<file path="src/rtl/stimulus_gen_pkg.sv">
// Shared constants for stimulus_gen: FSM encodings, LFSR taps, seed and corner constants.
package stimulus_gen_pkg;

  typedef enum logic [1:0] {
    ST_IDLE  = 2'd0,
    ST_RUN   = 2'd1,
    ST_DRAIN = 2'd2,
    ST_DONE  = 2'd3
  } state_t;

  localparam logic [31:0] LFSR_TAPS   = 32'h80200003;
  localparam logic [31:0] B_SEED_XOR  = 32'hDEADBEEF;
  localparam int          CORNER_CNT  = 4;

  // Galois right-shift step.
  function automatic logic [31:0] lfsr_next(input logic [31:0] s);
    return (s >> 1) ^ (s[0] ? LFSR_TAPS : 32'h0);
  endfunction

endpackage

</file>
<file path="src/rtl/stimulus_gen_lfsr32.sv">
// 32-bit Galois LFSR with synchronous reseed and step enable.
module lfsr32
  import stimulus_gen_pkg::*;
#(
  parameter logic [31:0] RESET_SEED = 32'h00000001
) (
  input  logic        clk,
  input  logic        reset_n,
  input  logic        load,
  input  logic [31:0] seed,
  input  logic        step,
  output logic [31:0] state
);

  always_ff @(posedge clk or negedge reset_n) begin
    if (!reset_n)   state <= RESET_SEED;
    else if (load)  state <= seed;
    else if (step)  state <= lfsr_next(state);
  end

endmodule

</file>
<file path="src/rtl/stimulus_gen.sv">
// Operand pair generator with valid/ready output and delayed scoreboard freeze strobe.
// Optional STIMGEN_CORNER_EN prepends four all-zero/all-one corner pairs to each run.
module stimulus_gen
  import stimulus_gen_pkg::*;
#(
  parameter int          WIDTH   = 32,
  parameter int          LATENCY = 1,
  parameter logic [31:0] SEED    = 32'h00000001
) (
  input  logic             clk,
  input  logic             reset_n,
  input  logic             i_start,
  input  logic             i_stop,
  input  logic [31:0]      i_count,
  output logic [WIDTH-1:0] o_a,
  output logic [WIDTH-1:0] o_b,
  output logic             o_valid,
  input  logic             i_ready,
  output logic             o_freeze,
  output logic             o_busy,
  output logic             o_done,
  output logic [31:0]      o_sent_ctr,
  output logic [1:0]       o_state
);

  // Handshake: a transfer happens in any cycle where o_valid && i_ready;
  // o_a/o_b hold steady while o_valid is high and i_ready is low.

  localparam logic [31:0] SEED_B     = SEED ^ B_SEED_XOR;
  localparam logic [3:0]  DRAIN_LAST = (LATENCY == 0) ? 4'd0 : 4'(LATENCY - 1);

  state_t      state;
  logic [31:0] count_q;
  logic [3:0]  drain_ctr;
  logic [31:0] lfsr_a, lfsr_b;
  logic [31:0] sent_next;
  logic        hs, load, step;

  assign hs        = o_valid && i_ready;
  assign load      = i_start && (state == ST_IDLE || state == ST_DONE);
  assign sent_next = o_sent_ctr + 32'd1;
  assign o_valid   = (state == ST_RUN);
  assign o_busy    = (state == ST_RUN) || (state == ST_DRAIN);
  assign o_done    = (state == ST_DONE);
  assign o_state   = state;

  always_ff @(posedge clk or negedge reset_n) begin
    if (!reset_n) begin
      state      <= ST_IDLE;
      count_q    <= '0;
      drain_ctr  <= '0;
      o_sent_ctr <= '0;
    end else begin
      case (state)
        ST_IDLE, ST_DONE: begin
          if (i_start) begin
            state      <= ST_RUN;
            count_q    <= i_count;
            o_sent_ctr <= '0;
          end
        end
        ST_RUN: begin
          if (hs) o_sent_ctr <= sent_next;
          // A stop coinciding with a transfer still counts that transfer.
          if ((hs && count_q != 32'd0 && sent_next == count_q) || i_stop) begin
            state     <= ST_DRAIN;
            drain_ctr <= '0;
          end
        end
        ST_DRAIN: begin
          if (drain_ctr >= DRAIN_LAST) state <= ST_DONE;
          else                         drain_ctr <= drain_ctr + 4'd1;
        end
        default: state <= ST_IDLE;
      endcase
    end
  end

`ifdef STIMGEN_CORNER_EN
  logic [2:0] corner_idx;
  logic       in_corner;
  logic       corner_a_max, corner_b_max;

  assign in_corner    = (state == ST_RUN) && (corner_idx < 3'(CORNER_CNT));
  assign corner_a_max = (corner_idx == 3'd1) || (corner_idx == 3'd3);
  assign corner_b_max = (corner_idx == 3'd1) || (corner_idx == 3'd2);
  assign step         = hs && !in_corner;

  always_ff @(posedge clk or negedge reset_n) begin
    if (!reset_n)             corner_idx <= '0;
    else if (load)            corner_idx <= '0;
    else if (hs && in_corner) corner_idx <= corner_idx + 3'd1;
  end

  assign o_a = in_corner ? {WIDTH{corner_a_max}} : lfsr_a[WIDTH-1:0];
  assign o_b = in_corner ? {WIDTH{corner_b_max}} : lfsr_b[WIDTH-1:0];
`else
  assign step = hs;
  assign o_a  = lfsr_a[WIDTH-1:0];
  assign o_b  = lfsr_b[WIDTH-1:0];
`endif

  lfsr32 #(.RESET_SEED(SEED)) u_lfsr_a (
    .clk(clk), .reset_n(reset_n), .load(load), .seed(SEED), .step(step), .state(lfsr_a)
  );

  lfsr32 #(.RESET_SEED(SEED_B)) u_lfsr_b (
    .clk(clk), .reset_n(reset_n), .load(load), .seed(SEED_B), .step(step), .state(lfsr_b)
  );

  // Freeze line carries !handshake forward so it lines up with the DUT result.
  generate
    if (LATENCY == 0) begin : g_fz_direct
      assign o_freeze = !hs;
    end else begin : g_fz_line
      logic [LATENCY-1:0] fz_q;
      logic [LATENCY:0]   fz_next;
      assign fz_next = {fz_q, !hs};
      always_ff @(posedge clk or negedge reset_n) begin
        if (!reset_n) fz_q <= '1;
        else          fz_q <= fz_next[LATENCY-1:0];
      end
      assign o_freeze = fz_q[LATENCY-1];
    end
  endgenerate

endmodule
</file>
<file path="config.mk">
export PLATFORM = sky130hd
export DESIGN_NAME = stimulus_gen
export DESIGN_NICKNAME = d
export VERILOG_FILES = /design/src/rtl/stimulus_gen_pkg.sv /design/src/rtl/stimulus_gen_lfsr32.sv /design/src/rtl/stimulus_gen.sv
export SDC_FILE = /design/constraint.sdc
export NUM_CORES = 1
export LEC_CHECK = 0
export ABC_AREA = 0
export CORE_ASPECT_RATIO = 1.5
export CORE_UTILIZATION = 35
export CTS_BUF_LIST = sky130_fd_sc_hd__clkbuf_4 sky130_fd_sc_hd__clkbuf_8
export DETAILED_ROUTE_END_ITERATION = 7
export HOLD_SLACK_MARGIN = 0.02
export PLACE_DENSITY = 0.61
export SLEW_MARGIN = 30
export SYNTH_ARGS = -nofsm -noshare
export SYNTH_HDL_FRONTEND = slang
export SYNTH_SLANG_ARGS = --single-unit
</file>
<file path="constraint.sdc">
create_clock -name clk -period 2.9 [get_ports clk]
set_input_delay 0.58 -clock clk [delete_from_list [all_inputs] [get_ports clk]]
set_output_delay 0.58 -clock clk [all_outputs]
set_load 0.01 [all_outputs]
</file>
Word-level counts from Yosys, hierarchy flattened --
Index checks and enable logic that the tools add are counted.
Operators by class: add/sub/neg operators 2, order comparisons 1, equal/unequal tests 9, muxes and demuxes 16, bitwise operators 2, reduce and logical (&&, ||, !) cells 18
Operator list (count):
- 32-bit two-way mux | 8
- 32-bit case mux with 2 select lines | 1
- 31-bit by 32-bit bitwise XOR with 32-bit output | 2
- 32-bit by 1-bit adder with 32-bit output, second input constant | 1
- 32-bit == test | 1
- 32-bit nonzero test | 1
- 3-bit AND reduction | 3
- 4-bit two-way mux | 2
- 4-bit case mux with 2 select lines | 1
- 2-bit two-way mux | 3
- 2-bit by 1-bit inequality test with 1-bit output, second input constant | 3
- 2-bit case mux with 3 select lines | 1
- 2-bit nonzero test | 3
- 4-bit by 1-bit adder with 4-bit output, second input constant | 1
- 2-bit == test, second input constant | 2
- 4-bit by 1-bit greater-or-equal comparator with 1-bit output, second input constant | 1
- 1-bit logical AND | 4
- 2-bit inequality test, second input constant | 2
- 1-bit logical OR | 3
- 2-bit by 1-bit == test with 1-bit output, second input constant | 1
- 2-bit zero test | 1
- 2-bit AND reduction | 1
- 2-bit OR reduction | 1
- 1-bit zero test | 1
Word-level totals: bits in registers 135, input bits 37, output and inout bits 102

Depth between registers and ports, before layout --
word-level depth 7, depth in mapped cells 11

Hierarchy --
A second synthesis with hierarchy kept.
Second synthesis, totals: cells, all modules 709, area total of the unflattened synthesis 7141.8 sq um
Modules (own cells, without submodules):
- stimulus_gen | times used 1, cells each 423, area each 4053.9 sq um
- lfsr32 at u_lfsr_b | times used 1, cells each 143, area each 1557.7 sq um
- lfsr32 at u_lfsr_a | times used 1, cells each 143, area each 1530.2 sq um

Worst setup path after synthesis --
No wires, ideal clock.
path kind reg-to-reg, from reg o_sent_ctr[0], to reg state[0], in the netlist o_state[0], arrival 2.623 ns, data required time 2.772 ns, setup slack 0.149 ns, stages on the path, launching flop included 11, buffers on the path 1, cells stage by stage dfrtp_1 buf_2 nand4_4 o31a_1 or4b_1 and3_1 or4_4 nor4_2 a31oi_1 o21ai_0 o31ai_1
Between the ends: cells in the longest elaborated chain, start to end 6
Ends and longest elaborated chain:
- start, declared | line stimulus_gen.sv:22 | output logic [31:0] o_sent_ctr,
- start signal, assigned | line stimulus_gen.sv:63 | if (hs) o_sent_ctr <= sent_next;
- 32-bit by 1-bit adder with 32-bit output | line stimulus_gen.sv:41 | assign sent_next = o_sent_ctr + 32'd1;
- 32-bit == test | line stimulus_gen.sv:65 | if ((hs && count_q != 32'd0 && sent_next == count_q) || i_stop) begin
- 1-bit logical AND | line stimulus_gen.sv:65
- 1-bit logical OR | line stimulus_gen.sv:65
- 2-bit by 1-bit inequality test with 1-bit output (no source line)
- 3-bit AND reduction (no source line)
- end signal, assigned | line stimulus_gen.sv:66 | state <= ST_DRAIN;
- end signal, assigned | line stimulus_gen.sv:71 | if (drain_ctr >= DRAIN_LAST) state <= ST_DONE;
- end signal, assigned | line stimulus_gen.sv:74 | default: state <= ST_IDLE;
- end, declared | line stimulus_gen.sv:32 | state_t state;
No other way between the ends. A chain may end at the register's enable or synchronous reset.

Worst setup path in the final report --
from reg o_sent_ctr[1], to reg state[0], in the netlist o_state[0]
Same word-level chain as after synthesis.

==> reports/qor.yml <==
drt_iter0_drc: 291
tritoncts: "built"
area_growth_pct: 36.8
critPathArrivalTime_ns: 3.07
avgViaCountPerCell: 5.16
finalWorstSetupSlack_ns: 0.151
peakVddDrop_v: 0.000496
r2r-start: "o_sent_ctr[1]"
die_w_um: 115
skew_ns: 0.0133
synth_top_area_share_pct: 39.7
timing.final.crit_share_pct: 94.8
cp_data_required_time_ns: 3.22
r2r_end: "o_state[0]"
synth_edf_count: 0
critPathCaptureType: "flop"
grt_max_degree: 66
worstSetupStartpointType: "flop"
worst_pin_slew_ns: 0.668
portBuffers: 138
async_flop_share_pct: 100
nFillCells: 1848
path_class: "flop to flop"
grt_overflow: 0
hold_viol: 0
hold_class: "input port to asynchronous set/reset pin"
nets: 999
cts.htree.levels: 4
holdBufCountCts: 0
drc_errors: 0
r2r_slack_ns: 0.15
first_pass_iters: 4
die_y_um: 171
yosys-top-cells-count: "nand2_1, dfrtp_1, a21oi_1"
max_cap_violations: 0
ant_nets: 0
grt_pass1_vias: 6269
worstRegToRegCells: 9
fin_crit_ns: 2.75
p_leak_nw: 3.93
ys.flop_type: "dfrtp_1"
coreArea_mm2: 0.0186
io_pins: 139
ys_ff_latch: 131
gp_routability_congestion: 0.890
slew_viol_final: 0
synth_area_mm2: 0.00668
powerDensity_mw_per_mm2: 814
synth_area_leader_cell: "dfrtp_1"
tns_ns: 0
cp_max_fo: 6
cts_made_buffers: 17
ys_seq_area_share_pct: 49.6
yosysMostFrequentCell: "nand2_1"
synthCells: 790
syn_area_per_cell_um2: 8.45
max_slew_margin_pct: 55.4
cts.sinks: 131
drive_above_1_share_pct: 14.4
regArea_mm2: 0.00331
synth.yosys.warnings: 0
cts-root-buf: "clkbuf_8"
power_mw: 7.43
track_usage_pct: 22.1
antenna_found_initial: 0
setup_viol: 0
wl_um: 20800
fmax_ghz: 0.364
yosys.cell_types.count: 52
dieArea_mm2: 0.0196
vias: 6308
hpwl_um: 14900
dp_slack_ns: 0.0917
status: "finished clean"
worstSkewPairLatency_ns: 0.45
clock_path_buffers: 2
antennaDiodeCount: 0
multi_input_area_mm2: 0.00316
rows: 61
clk_pin_slew_worst_paths_ns: 0.08
syn_nets: 831
grt_pass1_wl_um: 33200
rsz0062_at_grt: "no"
wire_per_inst_um: 17.0
start_util_pct: 35.9
yosys-top-cells-area: "dfrtp_1, nand2_1, dfstp_2, xnor2_1, a21oi_1"
==> cells by family (layout without fill, tap and decap cells) <==
kind of cell	Yosys count	after routing	synth area share, %
adders and majority gates	4	4	0.750
xor gates and xnor gates	54	54	7.08
DFF	131	131	49.6
and+or+nand+nor	412	412	27.5
buffers and inverters	58	239	3.50
AOI/OAI and AO/OA	131	131	11.5
==> through the flow <==
step	std cells	cell area, um2	utilization, %	hold WS, ns
2_1_floorplan	790	6680	-	0.284
3_3_place_gp	1187	8660	46.5	0.480
3_5_place_dp	1187	8660	46.5	0.485
4_1_cts	1219	9080	48.8	0.113
5_1_grt	1223	9130	49.0	0.132
6_report	1223	9130	49.0	0.113
==> area by class of cell <==
class                      instances  area share, %
clock buffer                      18           2.71
tap                              252           3.45
inverter                           4          0.164
timing repair buffer             203           20.9
clock inverter                    14           1.89
sequential                       131           36.3
multi-input combinational        601           34.6
==> cells in the final DEF, fill, tap and decap left out, types with 3 or more instances in the layout <==
master / n
nand2_1: 266
clkdlybuf4s50_1: 137
dfrtp_1: 104
buf_4: 63
a21oi_1: 46
o21ai_0: 41
xnor2_1: 37
nand3_1: 35
nor2_1: 32
dfstp_2: 25
nand4_1: 19
clkbuf_8: 18
xor2_1: 17
nor4_1: 16
o31ai_1: 14
and3_1: 10
nor3_1: 7
and4_1: 6
inv_6: 5
a211oi_1: 4
o211ai_1: 4
a31oi_1: 4
ha_1: 4
inv_1: 3
a22o_1: 3
clkinv_2: 3
bufinv_16: 3
buf_12: 3
==> critical path, stage by stage (launching register included) <==
cell and delay (ns):
dfrtp_2 0.44, nand4_4 0.12, o31a_1 0.27, or4b_1 0.50, and3_1 0.20, or4_4 0.52
nor4_4 0.15, a31oi_2 0.16, o21ai_0 0.18, o31ai_1 0.09
==> how the worst max path moves through the flow <==
stage	from	end	slack [ns]	cells past startpoint
2_1_floorplan	o_sent_ctr[0]	o_state[0]	0.15	10
3_3_place_gp	o_sent_ctr[0]	o_state[0]	0.11	9
3_5_place_dp	o_sent_ctr[0]	o_state[0]	0.09	9
4_1_cts	o_sent_ctr[0]	o_state[0]	0.07	9
5_1_grt	o_sent_ctr[7]	o_state[0]	0.02	10
6_report	o_sent_ctr[1]	o_state[0]	0.15	9
==> timing repair <==
item	CTS	global route
hold endpoints to repair	0	0
setup endpoints to repair	0	2
resized for setup	0	4
setup buffers	0	4
==> layer usage <==
| metal | up-vias | track usage, % | routed length (um) | share of wire, % |
|---|---|---|---|---|
| met5 | - | 0 | 0 | 0 |
| met4 | 0 | 11.2 | 745 | 3.6 |
| met3 | 51 | 4.78 | 984 | 4.7 |
| met2 | 190 | 38.5 | 10800 | 52 |
| met1 | 3055 | 25.4 | 8270 | 40 |
| li1 | 3012 | - | - | - |
==> sequential cells by signal, indices dropped and copies added (netlist names) <==
| signal | count |
|---|---|
| u_lfsr_a.state | 32 |
| u_lfsr_b.state | 32 |
| count_q | 32 |
| o_sent_ctr | 32 |
| o_state | 2 |
| o_freeze | 1 |
==> power breakdown <==
| group | internal, mW | switching [mW] | leakage, nW |
|---|---|---|---|
| combinational | 1.26 | 1.64 | 2.04 |
| clock | 0.883 | 0.794 | 0.211 |
| sequential | 2.36 | 0.489 | 1.67 |
Note: power is estimated with default switching activity, not from simulation.
